<file path="src/rtl/fetch_queue_if.sv">
// Instruction-memory read bus between the fetch stage (master) and instruction memory (slave).
// One request is outstanding at a time; the response is a single-cycle mem_rdy pulse.
interface fetch_queue_if;
  logic        mem_rd;
  logic [15:0] mem_addr;
  logic        mem_rdy;
  logic [15:0] mem_data;

  modport master (
    output mem_rd,
    output mem_addr,
    input  mem_rdy,
    input  mem_data
  );

  modport slave (
    input  mem_rd,
    input  mem_addr,
    output mem_rdy,
    output mem_data
  );
endinterface

</file>
<file path="src/rtl/fetch_queue.sv">
// Fetch stage: single-outstanding instruction read plus a small FIFO of {instr, pc+1} feeding
// decode. Gates the PC so it only advances on a captured instruction or a branch redirect.
module fetch_queue #(
  parameter int unsigned DEPTH = 2
) (
  input  logic                 clk,
  input  logic                 rst_n,
  input  logic [15:0]          pc,
  input  logic                 flush,
  fetch_queue_if.master        mem,
  output logic                 pc_stall,
  output logic                 if_id_valid,
  output logic [15:0]          if_id_instr,
  output logic [15:0]          if_id_npc,
  input  logic                 id_stall
);

  localparam int unsigned PtrW = $clog2(DEPTH);
  localparam int unsigned CntW = PtrW + 1;
  localparam logic [CntW-1:0] Full = CntW'(DEPTH);

  typedef enum logic [1:0] {
    StIdle,
    StWait,
    StDrop
  } fetchState_t;

  fetchState_t     state;
  logic [15:0]     reqAddr;
  logic [CntW-1:0] count;
  logic [PtrW-1:0] wrPtr;
  logic [PtrW-1:0] rdPtr;
  logic [15:0]     instrMem [DEPTH];
  logic [15:0]     npcMem   [DEPTH];

  logic issue;
  logic push;
  logic pop;

  assign issue = (state == StIdle) & ~flush & (count < Full);
  assign push  = (state == StWait) & mem.mem_rdy & ~flush;
  assign pop   = if_id_valid & ~id_stall & ~flush;

  // Reset gating keeps the bus quiet and the PC frozen while rst_n is low.
  assign mem.mem_rd   = issue & rst_n;
  assign mem.mem_addr = pc;
  assign pc_stall     = ~((push | flush) & rst_n);

  assign if_id_valid = (count != '0);
  assign if_id_instr = instrMem[rdPtr];
  assign if_id_npc   = npcMem[rdPtr];

  always_ff @(posedge clk or negedge rst_n) begin
    if (!rst_n) begin
      state   <= StIdle;
      reqAddr <= '0;
    end else begin
      unique case (state)
        StIdle: begin
          if (issue) begin
            state   <= StWait;
            reqAddr <= pc;
          end
        end
        StWait: begin
          // A response that lands with a flush is consumed and dropped here; moving to StDrop
          // would wait for a second response that memory never sends.
          if (mem.mem_rdy) begin
            state <= StIdle;
          end else if (flush) begin
            state <= StDrop;
          end
        end
        StDrop: begin
          if (mem.mem_rdy) begin
            state <= StIdle;
          end
        end
        default: state <= StIdle;
      endcase
    end
  end

  always_ff @(posedge clk or negedge rst_n) begin
    if (!rst_n) begin
      count <= '0;
      wrPtr <= '0;
      rdPtr <= '0;
    end else if (flush) begin
      count <= '0;
      wrPtr <= '0;
      rdPtr <= '0;
    end else begin
      if (push) begin
        wrPtr <= wrPtr + PtrW'(1);
      end
      if (pop) begin
        rdPtr <= rdPtr + PtrW'(1);
      end
      if (push && !pop) begin
        count <= count + CntW'(1);
      end else if (pop && !push) begin
        count <= count - CntW'(1);
      end
    end
  end

  always_ff @(posedge clk) begin
    if (push) begin
      instrMem[wrPtr] <= mem.mem_data;
      npcMem[wrPtr]   <= reqAddr + 16'd1;
    end
  end

endmodule
</file>
<file path="src/flat_wrapper.sv">
// flat-port wrapper written by rule: the top's interface ports become plain ports
module fetch_queue_flat 
#(
  parameter int unsigned DEPTH = 2
)
  (clk, rst_n, pc, flush, pc_stall, if_id_valid, if_id_instr, if_id_npc, id_stall, mem_mem_rd, mem_mem_addr, mem_mem_rdy, mem_mem_data);
  fetch_queue_if mem_i ();
  input  logic clk;
  input  logic rst_n;
  input  logic [15:0] pc;
  input  logic flush;
  output logic pc_stall;
  output logic if_id_valid;
  output logic [15:0] if_id_instr;
  output logic [15:0] if_id_npc;
  input  logic id_stall;
  output wire logic [$bits(mem_i.mem_rd)-1:0] mem_mem_rd;
  output wire logic [$bits(mem_i.mem_addr)-1:0] mem_mem_addr;
  input wire logic [$bits(mem_i.mem_rdy)-1:0] mem_mem_rdy;
  input wire logic [$bits(mem_i.mem_data)-1:0] mem_mem_data;
  assign mem_mem_rd = mem_i.mem_rd;
  assign mem_mem_addr = mem_i.mem_addr;
  assign mem_i.mem_rdy = mem_mem_rdy;
  assign mem_i.mem_data = mem_mem_data;
  fetch_queue #(.DEPTH(DEPTH)) u_core (.clk(clk), .rst_n(rst_n), .pc(pc), .flush(flush), .mem(mem_i), .pc_stall(pc_stall), .if_id_valid(if_id_valid), .if_id_instr(if_id_instr), .if_id_npc(if_id_npc), .id_stall(id_stall));
endmodule
</file>
<file path="config.mk">
export PLATFORM = sky130hd
export DESIGN_NAME = fetch_queue_flat
export DESIGN_NICKNAME = d
export VERILOG_FILES = /design/src/rtl/fetch_queue_if.sv /design/src/rtl/fetch_queue.sv /design/src/flat_wrapper.sv
export SDC_FILE = /design/constraint.sdc
export NUM_CORES = 1
export LEC_CHECK = 0
export ABC_CLOCK_PERIOD_IN_PS = 3700
export CAP_MARGIN = 5
export CORE_AREA = 10 10 125 99
export CTS_CLUSTER_SIZE = 14
export DETAILED_ROUTE_END_ITERATION = 10
export DIE_AREA = 0 0 135 109
export HOLD_SLACK_MARGIN = 0.05
export MAX_ROUTING_LAYER = met4
export PLACE_DENSITY_LB_ADDON = 0.15
export SYNTH_ARGS = -nofsm -noshare
export SYNTH_HDL_FRONTEND = slang
export SYNTH_SLANG_ARGS = --single-unit
</file>
<file path="constraint.sdc">
create_clock -name clk -period 3.7 [get_ports clk]
set_input_delay 0.555 -clock clk [delete_from_list [all_inputs] [get_ports clk]]
set_output_delay 0.555 -clock clk [all_outputs]
set_load 0.01 [all_outputs]
</file>
# After elaboration in Yosys (flattened, before gate mapping)
# Memory sizes are Yosys's and may differ from the RTL's.
# Cells that the tools add are included.
[classes] n_eq_ne=5 add_sub_neg=5 n_bitwise=12 mux=14 order_cmp=1 reduce_logical=11
[ops] operator="$add 16x1->16 const B" n=1
[ops] operator="$mux 2" n=7
[ops] operator="$and 1x1->1" n=8
[ops] operator="$mux 1" n=6
[ops] operator="$pmux 2 s3" n=1
[ops] operator="$reduce_bool 2->1" n=3
[ops] operator="$ne 3x3->1 const B" n=1
[ops] operator="$not 1->1" n=3
[ops] operator="$reduce_and 3->1" n=1
[ops] operator="$reduce_bool 3->1" n=1
[ops] operator="$add 1x1->1 const B" n=2
[ops] operator="$add 2x1->2 const B" n=1
[ops] operator="$eq 2x1->1 const B" n=1
[ops] operator="$eq 2x2->1 const B" n=1
[ops] operator="$logic_and 1x1->1" n=2
[ops] operator="$logic_not 1->1" n=2
[ops] operator="$logic_not 2->1" n=1
[ops] operator="$lt 2x2->1 const B" n=1
[ops] operator="$ne 2x1->1 const B" n=1
[ops] operator="$ne 2x2->1 const B" n=1
[ops] operator="$reduce_and 2->1" n=1
[ops] operator="$sub 2x1->2 const B" n=1
[ops] operator="$or 1x1->1" n=1
[totals] ramBits=64 ff_bits=22 memories=2 elab_cells=55
[memory_table] memory="u_core.instrMem" words=2 word_bits=16 rd=1 rd_ports_with_merged_regs=0 write_ports=1 line="fetch_queue.sv:33" text="logic [15:0] instrMem [DEPTH];"
[memory_table] memory="u_core.npcMem" words=2 word_bits=16 rd=1 rd_ports_with_merged_regs=0 write_ports=1 line="fetch_queue.sv:34" text="logic [15:0] npcMem [DEPTH];"

# Logic depth before layout (Yosys ltp)
[depth] ltp_word=8 depth_mapped=5 mapped_depth_nobuf=4

# Least setup slack after synthesis
# OpenSTA, ideal clock, no wires.
[synth_path] kind="in2reg" start="input flush" end="memory u_core.instrMem[1][0] (enable)" setup_ps=468 path_slack_ps=110 cell_stages=2 arrival_ps=3122 t_required_ps=3232 path_cell_list="buf_2 -> nor3b_1"
[synth_via] elab_chain_len=4
[synth_rtl] item="start: declaration" line="flat_wrapper.sv:11" text="input logic flush;"
[synth_rtl] item="$not 1->1" line="fetch_queue.sv:41" text="assign push = (state == StWait) & mem.mem_rdy & ~flush;"
[synth_rtl] item="$and 1x1->1" line="fetch_queue.sv:41"
[synth_rtl] item="$mux 1" line="fetch_queue.sv:109" text="if (push) begin"
[synth_rtl] item="$mux 1 (implied by the code)" line="fetch_queue.sv:110" text="instrMem[wrPtr] <= mem.mem_data;"
[synth_rtl] item="end: declaration" line="fetch_queue.sv:33"
# No other way between the ends.

# Worst setup path after layout
[layout_path] start="register u_core.rdPtr" end="output if_id_instr[4]"
[layout_via] elab_chain_len=1
[layout_rtl] item="start: declaration" line="fetch_queue.sv:32" text="logic [PtrW-1:0] rdPtr;"
[layout_rtl] item="start signal: assignment" line="fetch_queue.sv:98" text="rdPtr <= rdPtr + PtrW'(1);"
[layout_rtl] item="$mem_v2 2x16"
[layout_rtl] item="end: declaration" line="flat_wrapper.sv:14" text="output logic [15:0] if_id_instr;"
# No other way between the ends.

==> out/results.ini <==
[floorplanning]
num_io_pins=88
die-area_sq_um=14700
start_util_pct=36.9
coreArea_sq_um=9970
die_x_microns=135
die_y_microns=109
num_rows=32

[final_layout]
drive_gt1_share_pct=18.1
n_fill_cell=884
area_growth_pct=32.5
final_nets=348
diodes=0
fin_util_pct=48.9

[detailed_routing]
vias_per_cell=4.60
ant_nets=0
wirelength_microns=7210
drc=0
dr_total_vias=2075
wire_per_inst_microns=16.0
first_pass_iters=4
drtIter0Drc=40

[grt]
grt_max_degree=33
grt_pass1_wl_microns=11400
antenna_found_initial=0
grt_use_total_pct=10.4
grt-ovfl-total=0
grt_pass1_vias=2229

[place]
hpwlAfterDp_microns=5110
portBuffers=87
gp_congestion=0.687

[critical_path]
cp_data_arrival_time_ps=2410
crit_path_end_kind=output pin
cp_data_required_time_ps=3140
slowest_stage=dfrtp_1
crit_chain=buf_4 > mux2_2 > clkdlybuf4s50_1
crit_fanout=19
slowest_delay_ps=820
startpoint_type=register
critPathKind=register to output pin

[clock_network]
cts_resized=0
cts_buffers=9
cts_max_level=3
clockBufferDepth=2
cts_setup_buffers=0
cts_root_buffer=clkbuf_16
ctsHoldBuffers=0
cts_sinks=86
clkSlewWorstSetupHoldPaths_ps=60
insertion_delay_ps=330
cts_tree=built

[power]
pwr-share-seq_pct=50.7
clockPowerShare_pct=36.8
p_leak_nw=1.71
p_switching_mw=0.521
irDropWorstVdd_v=0.000235
comb_power_share_pct=12.5
power.internal_mw=1.80
total_power_mw=2.32
power_density_nw_per_um2=475
p_sw_share_pct=22.5

[timing]
finalCritPeriodShare_pct=80.1
finalSetupTns_ps=0
period_minus_slack_ps=2960
slew_viol_final=0
setup_viol=0
timing.final.hold_violations=0
tightestPinTransition_ps=749
timing.slew.headroom_pct=50.0
skew_ps=8.68
fmax_ghz=0.338
rsz0062_at_grt=false

[logic_synthesis]
synth_flop_cell=edfxtp_1
seq_area_frac_synth_pct=67.2
synth_seq_cells=86
synthAdderAreaFrac_pct=0.340
yosys.area.top_type=edfxtp_1
yosysMostFrequentCell=edfxtp_1
yosys.area_share.xor_xnor_pct=3.57
synth_top_area_share_pct=52.2
synth_compound_area_share_pct=1.87
ys_top_cells_by_area=edfxtp_1, dfrtp_1, mux2_2, mux2_1, buf_4
syn_avg_cell_area_sq_um=15.9
ys_warn_count=0
synth_commonest_cells=edfxtp_1, mux2_2, dfrtp_1, buf_4, mux2_1
synth_top_family_by_area=multiplexers
synth_mux_area_share_pct=13.8
netlist_area_sq_um=3680
ys_async_sr_fraction_pct=25.6
synthDistinctLibCells=33
yosys.area_share.simple_pct=8.09
synth_nets=270
synth_edf_count=64
syn-instance-count=232

[flow_run]
maxCapViolCount=0

[outcome]
outcome=completed

[min_path]
hold_path.class=input port to asynchronous set/reset pin

worst max-delay path, delay by kind of cell (launching register included):
kind / cells / cell delay (ps)
buf+inv: 2 / 870
mux: 1 / 360
flops: 1 / 820
cells by family (layout without fill, tap and decap cells):
family / after synthesis / in the layout
flops: 86 / 86
mux: 45 / 45
simple gates: 44 / 44
buf+inv: 29 / 112
xor+xnor: 15 / 15
compound gates: 12 / 12
fa+ha+maj: 1 / 1
sequential cells by signal, summed over array words and instances, names as in the netlist:
| name | flops |
|---|---|
| u_core.instrMem | 32 |
| u_core.npcMem | 32 |
| u_core.reqAddr | 16 |
| u_core.count | 2 |
| u_core.state | 2 |
| u_core.rdPtr | 1 |
| u_core.wrPtr | 1 |
power groups by stage:
stage                     sequential [mW]  combinational (mW)  clock (mW)
after floorplan                      1.18               0.172           0
after global placement               1.19               0.290           0
after detailed placement             1.20               0.295           0
after CTS                            1.18               0.297       0.887
after global routing                 1.19               0.320       0.921
final                                1.18               0.289       0.854
worst paths after layout:
check | from | end | slack, ps | depth (start not counted)
setup / recovery | u_core.rdPtr$_DFFE_PN0P_ | if_id_instr[4] | 740 | 3
hold / removal | rst_n | u_core.rdPtr$_DFFE_PN0P_ | 460 | 1
setup reg to reg | u_core.state[1]$_DFFE_PN0P_ | u_core.instrMem[1][14]$_DFFE_PP_ | 2010 | 3
hold reg to reg | u_core.reqAddr[15]$_DFFE_PN0P_ | u_core.reqAddr[15]$_DFFE_PN0P_ | 510 | 1
max in group asynchronous | rst_n | u_core.reqAddr[2]$_DFFE_PN0P_ | 2710 | 2
min in group clk | u_core.reqAddr[15]$_DFFE_PN0P_ | u_core.reqAddr[15]$_DFFE_PN0P_ | 510 | 1
metrics by stage:
step           cell area (sq um)  cells  setup WS [ps]  hold slack [ps]
6_report                    4880    451            738              458
5_1_grt                     4880    451            561              455
4_1_cts                     4880    451            662              451
3_5_place_dp                4590    435            825              505
3_3_place_gp                4590    435            844              497
2_1_floorplan               3680    232            110              259
cells in the final DEF, fill, tap and decap left out, types with 2 or more instances in the layout:
master           synthesis  layout
a21oi_1                  3       3
and2_1                   2       2
buf_4                   18       5
clkbuf_1                 1       3
clkbuf_16                0       9
clkdlybuf4s50_1          0      87
clkinv_2                 0       2
dfrtp_1                 22      22
edfxtp_1                64      64
inv_1                    4       4
mux2_1                  16      16
mux2_2                  29      29
nand2_1                  7       7
nand3_1                  6       6
nand3b_1                 2       2
nand4_1                  2       2
nor2_1                   4       4
nor3_1                   6       5
nor3b_1                  3       2
nor4_2                   5       5
o21ai_0                  3       3
o21ai_1                  4       4
xnor2_1                  5       5
xor2_1                  10      10
cell type report:
cell class	instances	area [sq um]	share of cell area, %
sequential	86	2470	50.7
inverter	4	15.0	0.308
timing repair buffer	92	908	18.6
multi-input combinational	117	1030	21.1
clock inverter	4	47.5	0.975
tap	136	170	3.49
clock buffer	12	236	4.85
routing by layer:
layer  global-route usage, %  part of all wire [%]  up-vias
met3                    3.31                   5.1        9
met4                    3.91                   1.3        0
met2                    15.2                    43       71
met1                    13.4                    50      997
met5                       -                     0        -
li1                        -                     -      998
Note: power is estimated with default switching activity, not from simulation.
